**src/rtl/arith_share_ctrl_if.sv**
```systemverilog
// Request, shared-unit and result signals of the two-requester arithmetic controller.
// The controller sits on the slave side; requesters, shared unit and consumer use the master side.
interface arith_share_ctrl_if;
   logic       iReqA;
   logic [1:0] iOpA;
   logic [3:0] iAA;
   logic [3:0] iBA;
   logic       oGntA;
   logic       iReqB;
   logic [1:0] iOpB;
   logic [3:0] iAB;
   logic [3:0] iBB;
   logic       oGntB;
   logic [3:0] oNum1;
   logic [3:0] oNum2;
   logic [4:0] iSum;
   logic [3:0] iSub;
   logic [3:0] iDiv;
   logic [7:0] iMult;
   logic [7:0] oResult;
   logic       oDivZero;
   logic       oValid;
   logic       oOwner;
   logic       iAck;
   logic       oBusy;

   modport slave (
      input  iReqA, iOpA, iAA, iBA, iReqB, iOpB, iAB, iBB,
      input  iSum, iSub, iDiv, iMult, iAck,
      output oGntA, oGntB, oNum1, oNum2, oResult, oDivZero, oValid, oOwner, oBusy
   );

   modport master (
      output iReqA, iOpA, iAA, iBA, iReqB, iOpB, iAB, iBB,
      output iSum, iSub, iDiv, iMult, iAck,
      input  oGntA, oGntB, oNum1, oNum2, oResult, oDivZero, oValid, oOwner, oBusy
   );
endinterface

```
**src/rtl/arith_share_ctrl.sv**
```systemverilog
// Round-robin controller sharing one combinational 4-bit arithmetic unit between requesters A and B.
// Operands are held for SETTLE cycles, then the selected result is returned with a valid/ack handshake.
module arith_share_ctrl #(
   parameter int unsigned SETTLE = 1
) (
   input logic               iClk,
   input logic               iRst_n,
   arith_share_ctrl_if.slave bus
);
   localparam logic [3:0] SETTLE_LOAD = 4'(SETTLE);

   typedef enum logic [1:0] {
      ST_IDLE   = 2'd0,
      ST_SETTLE = 2'd1,
      ST_DONE   = 2'd2
   } state_t;

   state_t     state_reg, state_next;
   logic [3:0] cnt_reg;
   logic [1:0] op_reg;
   logic [3:0] num1_reg, num2_reg;
   logic [7:0] result_reg;
   logic       divzero_reg, valid_reg, owner_reg, prefer_b_reg;
   logic       gnt_a, gnt_b, capture;
   logic [7:0] result_next;
   logic       divzero_next;

   always_ff @(posedge iClk or negedge iRst_n) begin
      if (!iRst_n) state_reg <= ST_IDLE;
      else         state_reg <= state_next;
   end

   // Grant is combinational so the requester sees it in the cycle its request is accepted.
   always_comb begin
      state_next = state_reg;
      gnt_a      = 1'b0;
      gnt_b      = 1'b0;
      capture    = 1'b0;
      case (state_reg)
         ST_IDLE: begin
            if (iRst_n) begin
               if (bus.iReqA && (!bus.iReqB || !prefer_b_reg)) gnt_a = 1'b1;
               else if (bus.iReqB)                            gnt_b = 1'b1;
               if (gnt_a || gnt_b) state_next = ST_SETTLE;
            end
         end
         ST_SETTLE: begin
            if (cnt_reg == 4'd1) begin
               capture    = 1'b1;
               state_next = ST_DONE;
            end
         end
         ST_DONE: begin
            if (bus.iAck) state_next = ST_IDLE;
         end
         default: state_next = ST_IDLE;
      endcase
   end

   always_comb begin
      result_next  = 8'h00;
      divzero_next = 1'b0;
      case (op_reg)
         2'b00: result_next = {3'b000, bus.iSum};
         2'b01: result_next = {4'h0, bus.iSub};
         2'b10: begin
            if (num2_reg == 4'd0) divzero_next = 1'b1;
            else                  result_next  = {4'h0, bus.iDiv};
         end
         default: result_next = bus.iMult;
      endcase
   end

   always_ff @(posedge iClk or negedge iRst_n) begin
      if (!iRst_n) begin
         cnt_reg      <= 4'd0;
         op_reg       <= 2'b00;
         num1_reg     <= 4'd0;
         num2_reg     <= 4'd0;
         result_reg   <= 8'h00;
         divzero_reg  <= 1'b0;
         valid_reg    <= 1'b0;
         owner_reg    <= 1'b0;
         prefer_b_reg <= 1'b0;
      end else begin
         if (gnt_a) begin
            op_reg       <= bus.iOpA;
            num1_reg     <= bus.iAA;
            num2_reg     <= bus.iBA;
            owner_reg    <= 1'b0;
            cnt_reg      <= SETTLE_LOAD;
            prefer_b_reg <= 1'b1;
         end else if (gnt_b) begin
            op_reg       <= bus.iOpB;
            num1_reg     <= bus.iAB;
            num2_reg     <= bus.iBB;
            owner_reg    <= 1'b1;
            cnt_reg      <= SETTLE_LOAD;
            prefer_b_reg <= 1'b0;
         end else if (state_reg == ST_SETTLE) begin
            cnt_reg <= cnt_reg - 4'd1;
         end

         if (capture) begin
            result_reg  <= result_next;
            divzero_reg <= divzero_next;
            valid_reg   <= 1'b1;
         end else if (state_reg == ST_DONE && bus.iAck) begin
            valid_reg   <= 1'b0;
            divzero_reg <= 1'b0;
         end
      end
   end

   assign bus.oGntA    = gnt_a;
   assign bus.oGntB    = gnt_b;
   assign bus.oNum1    = num1_reg;
   assign bus.oNum2    = num2_reg;
   assign bus.oResult  = result_reg;
   assign bus.oDivZero = divzero_reg;
   assign bus.oValid   = valid_reg;
   assign bus.oOwner   = owner_reg;
   assign bus.oBusy    = (state_reg != ST_IDLE);
endmodule

```
**src/flat_wrapper.sv**
```systemverilog
// flat-port wrapper written by rule: the top's interface ports become plain ports
module arith_share_ctrl_flat 
#(
   parameter int unsigned SETTLE = 1
)
  (iClk, iRst_n, bus_iReqA, bus_iOpA, bus_iAA, bus_iBA, bus_iReqB, bus_iOpB, bus_iAB, bus_iBB, bus_iSum, bus_iSub, bus_iDiv, bus_iMult, bus_iAck, bus_oGntA, bus_oGntB, bus_oNum1, bus_oNum2, bus_oResult, bus_oDivZero, bus_oValid, bus_oOwner, bus_oBusy);
  arith_share_ctrl_if bus_i ();
  input logic iClk;
  input logic iRst_n;
  input wire logic [$bits(bus_i.iReqA)-1:0] bus_iReqA;
  input wire logic [$bits(bus_i.iOpA)-1:0] bus_iOpA;
  input wire logic [$bits(bus_i.iAA)-1:0] bus_iAA;
  input wire logic [$bits(bus_i.iBA)-1:0] bus_iBA;
  input wire logic [$bits(bus_i.iReqB)-1:0] bus_iReqB;
  input wire logic [$bits(bus_i.iOpB)-1:0] bus_iOpB;
  input wire logic [$bits(bus_i.iAB)-1:0] bus_iAB;
  input wire logic [$bits(bus_i.iBB)-1:0] bus_iBB;
  input wire logic [$bits(bus_i.iSum)-1:0] bus_iSum;
  input wire logic [$bits(bus_i.iSub)-1:0] bus_iSub;
  input wire logic [$bits(bus_i.iDiv)-1:0] bus_iDiv;
  input wire logic [$bits(bus_i.iMult)-1:0] bus_iMult;
  input wire logic [$bits(bus_i.iAck)-1:0] bus_iAck;
  output wire logic [$bits(bus_i.oGntA)-1:0] bus_oGntA;
  output wire logic [$bits(bus_i.oGntB)-1:0] bus_oGntB;
  output wire logic [$bits(bus_i.oNum1)-1:0] bus_oNum1;
  output wire logic [$bits(bus_i.oNum2)-1:0] bus_oNum2;
  output wire logic [$bits(bus_i.oResult)-1:0] bus_oResult;
  output wire logic [$bits(bus_i.oDivZero)-1:0] bus_oDivZero;
  output wire logic [$bits(bus_i.oValid)-1:0] bus_oValid;
  output wire logic [$bits(bus_i.oOwner)-1:0] bus_oOwner;
  output wire logic [$bits(bus_i.oBusy)-1:0] bus_oBusy;
  assign bus_i.iReqA = bus_iReqA;
  assign bus_i.iOpA = bus_iOpA;
  assign bus_i.iAA = bus_iAA;
  assign bus_i.iBA = bus_iBA;
  assign bus_i.iReqB = bus_iReqB;
  assign bus_i.iOpB = bus_iOpB;
  assign bus_i.iAB = bus_iAB;
  assign bus_i.iBB = bus_iBB;
  assign bus_i.iSum = bus_iSum;
  assign bus_i.iSub = bus_iSub;
  assign bus_i.iDiv = bus_iDiv;
  assign bus_i.iMult = bus_iMult;
  assign bus_i.iAck = bus_iAck;
  assign bus_oGntA = bus_i.oGntA;
  assign bus_oGntB = bus_i.oGntB;
  assign bus_oNum1 = bus_i.oNum1;
  assign bus_oNum2 = bus_i.oNum2;
  assign bus_oResult = bus_i.oResult;
  assign bus_oDivZero = bus_i.oDivZero;
  assign bus_oValid = bus_i.oValid;
  assign bus_oOwner = bus_i.oOwner;
  assign bus_oBusy = bus_i.oBusy;
  arith_share_ctrl #(.SETTLE(SETTLE)) u_core (.iClk(iClk), .iRst_n(iRst_n), .bus(bus_i));
endmodule
```
**config.mk**
```make
export PLATFORM = sky130hd
export DESIGN_NAME = arith_share_ctrl_flat
export DESIGN_NICKNAME = d
export VERILOG_FILES = /design/src/rtl/arith_share_ctrl_if.sv /design/src/rtl/arith_share_ctrl.sv /design/src/flat_wrapper.sv
export SDC_FILE = /design/constraint.sdc
export NUM_CORES = 1
export LEC_CHECK = 0
export ABC_AREA = 1
export BUFFER_PORTS_ARGS = -buffer_cell sky130_fd_sc_hd__buf_2
export CORE_ASPECT_RATIO = 1.4
export CORE_MARGIN = 8
export CORE_UTILIZATION = 47
export DETAILED_ROUTE_END_ITERATION = 16
export PLACE_DENSITY = 0.79
export SLEW_MARGIN = 20
export SYNTH_ARGS = -nofsm -noshare
export SYNTH_HDL_FRONTEND = slang
export SYNTH_SLANG_ARGS = --single-unit
```
**constraint.sdc**
```tcl
create_clock -name iClk -period 1.4 [get_ports iClk]
set_clock_uncertainty 0.1 [all_clocks]
set_input_delay 0.07 -clock iClk [delete_from_list [all_inputs] [get_ports iClk]]
set_output_delay 0.07 -clock iClk [all_outputs]
set_load 0.05 [all_outputs]
```
==> impl_metrics.json <==
{
  "finalCritPeriodShare": 1.119,
  "h-tree-depth": 1,
  "synth_top_family_by_area": "simple AND/OR/NAND/NOR gates",
  "outcome": "complete, but fails checks",
  "ys_top_cells_by_area": "dfrtp_1 44%, nand2_1 19%, nand3_1 5.9%",
  "yosysTopAreaCell": "dfrtp_1",
  "synth_top_area_frac": 0.4372,
  "multi_input_area_sq_um": 935.9,
  "whs_ns": 0.005955,
  "synth-seq-cells": 28,
  "synthSimpleGateAreaFrac": 0.3903,
  "holdCritStartpoint": "bus_iMult[0]",
  "arrival_ns": 1.40,
  "antennaDiodeCount": 0,
  "ys.flop_type": "dfrtp_1",
  "crit_fanout": 3,
  "setup_ws_ns": -0.1666,
  "cp-start-kind": "flip-flop",
  "die_y_um": 85.10,
  "tightest_slew_ns": 0.3722,
  "grt_pass1_vias": 1767,
  "coreArea_sq_mm": 0.003316,
  "initial_core_util": 0.4834,
  "seq_area_frac_synth": 0.4372,
  "hold_path.class": "in2reg",
  "syn_inst": 211,
  "fin_setup_tns_ns": -1.083,
  "clk_pin_slew_ns": 0.10,
  "vias": 1859,
  "clock-sinks": 28,
  "grt_pass1_wl_mm": 8.010,
  "synthMuxAreaShare": 0,
  "end_kind": "output port",
  "yosysMostFrequentCell": "nand2_1",
  "portBuffers": 67,
  "die_x_um": 65.36,
  "drc_errors": 0,
  "syn2layout_area_growth_pct": 67.29,
  "synth_nets": 259,
  "cts_tree": "built",
  "reg2reg_from": "u_core.state_reg[0]$_DFFE_PN0P_",
  "rsz0062_at_grt": "true",
  "synthAdderAreaFrac": 0.01561,
  "syn-cell-area_sq_mm": 0.001603,
  "antenna_found_initial": 0,
  "cts_root_buf": "clkbuf_8",
  "drive_above_1_share": 0.4198,
  "syn_area_per_cell_sq_um": 7.596,
  "rows": 25,
  "overflow": 0,
  "wl_per_cell_um": 15.98,
  "io_pins": 68,
  "synth_common_cells": "82 x nand2_1, 28 x dfrtp_1, 25 x inv_1",
  "path_class": "reg2out",
  "finalWeightedCongestion": 0.8384,
  "ys_warn_count": 0,
  "grt_use_total": 0.1774,
  "async_flop_share": 1.000,
  "via_per_inst": 5.107,
  "nets": 373,
  "failed_checks": "negative setup slack",
  "synth-compound-area-share": 0.05308,
  "cts_made_buffers": 3,
  "drtIter0Drc": 72,
  "maxCapViolations": 0,
  "drtPass1Iterations": 4,
  "seqCellArea_sq_um": 701.9,
  "dp_hpwl_mm": 3.321,
  "wl_mm": 5.818,
  "fillers": 194,
  "cp.required_ns": 1.23,
  "finalMaxSlewViolations": 0,
  "p_per_area_mw_per_mm2": 2258,
  "cts_buffer_depth": 2,
  "die_area_sq_mm": 0.005561,
  "fmax_mhz": 638.3,
  "final_antenna_net_count": 0,
  "synth_edf_count": 0,
  "hold_viol": 0,
  "clock_latency_ns": 0.28,
  "crit_start": "u_core.state_reg[0]$_DFFE_PN0P_",
  "max-vdd-ir-drop_mv": 1.589,
  "period_needed_ns": 1.567,
  "synthXorXnorAreaFrac": 0.005464,
  "slew_headroom": 0.7510,
  "ys_types": 21,
  "leakage_nw": 1.452,
  "largest_reg_flops": 8,
  "grt_max_degree": 20,
  "setup_viol": 19
}
-- critical path, cell delays in order (launching register included) --
cell	delay (ns)
dfrtp_1	0.43
nor2_4	0.23
nand3_4	0.11
inv_2	0.08
nand2_1	0.05
inv_1	0.07
buf_6	0.15
-- cell type report --
class,instances,share of cell area
clock buffer,4,0.02053
inverter,27,0.04060
multi-input combinational,155,0.3490
sequential,28,0.2618
tap,40,0.01867
timing repair buffer,110,0.3094
-- what timing repair did --
action,in CTS,in global routing
endpoints found under the setup margin,9,30
pin swaps,6,21
setup buffers,5,4
hold buffers,22,0
gates cloned,0,4
gates resized for setup,8,47
hold endpoints to repair,44,0
-- final timing paths --
path,to,slack [ns],cells past startpoint
max,bus_oGntB,-0.17,6
min,u_core.bus.oResult[0]$_DFFE_PN0P_,0.006,5
max reg2reg,u_core.op_reg[0]$_DFFE_PN0P_,-0.10,8
min reg2reg,u_core.bus.oResult[2]$_DFFE_PN0P_,0.38,2
max in group asynchronous,u_core.bus.oResult[4]$_DFFE_PN0P_,0.62,3
min in group asynchronous,u_core.state_reg[0]$_DFFE_PN0P_,0.31,3
-- power breakdown --
group	leakage, nW	switching (mW)	total (mW)	internal, mW
combinational	1.08	2.60	4.00	1.41
sequential	0.346	0.344	1.54	1.19
clock	0.0288	0.260	0.513	0.252
-- kinds of logic after synthesis --
family	Yosys count
simple gates	134
buf+inv	31
compound gates	15
flops	28
fa+ha+maj	2
xor+xnor	1
-- metrics by stage --
| stage | worst slack (ns) | cells | cell area [sq um] | util | power (mW) |
|---|---|---|---|---|---|
| after global placement | 0.03357 | 325 | 2038 | 0.6147 | 4.407 |
| after detailed placement | -0.008723 | 325 | 2038 | 0.6147 | 4.484 |
| after global routing | -0.2189 | 364 | 2681 | 0.8087 | 6.391 |
| final | -0.1666 | 364 | 2681 | 0.8087 | 6.054 |
| after CTS | -0.1293 | 356 | 2374 | 0.7158 | 5.126 |
| after floorplan | -0.02458 | 211 | 1612 | - | 3.735 |
-- cell usage in the layout, fill, tap and decap left out, types with 2 or more instances in the layout --
| master | count |
|---|---|
| buf_12 | 4 |
| buf_2 | 64 |
| buf_4 | 10 |
| inv_1 | 24 |
| o21ai_0 | 6 |
| o21ai_2 | 3 |
| inv_2 | 2 |
| nor2_2 | 4 |
| nor2_1 | 17 |
| o21ai_1 | 5 |
| buf_8 | 2 |
| dlygate4sd3_1 | 22 |
| nand3_1 | 6 |
| nand3_4 | 7 |
| nand3_2 | 13 |
| dfrtp_1 | 27 |
| nand2_1 | 77 |
| nor2_4 | 5 |
| nand2_2 | 4 |
| buf_6 | 7 |
| clkbuf_8 | 4 |
-- layer usage --
metal,wire [um],global-route usage
met5,0,0
met3,353,0.03821
met2,3181,0.3127
met1,2120,0.1942
met4,162,0.07968
Note: power is estimated with default switching activity, not from simulation.
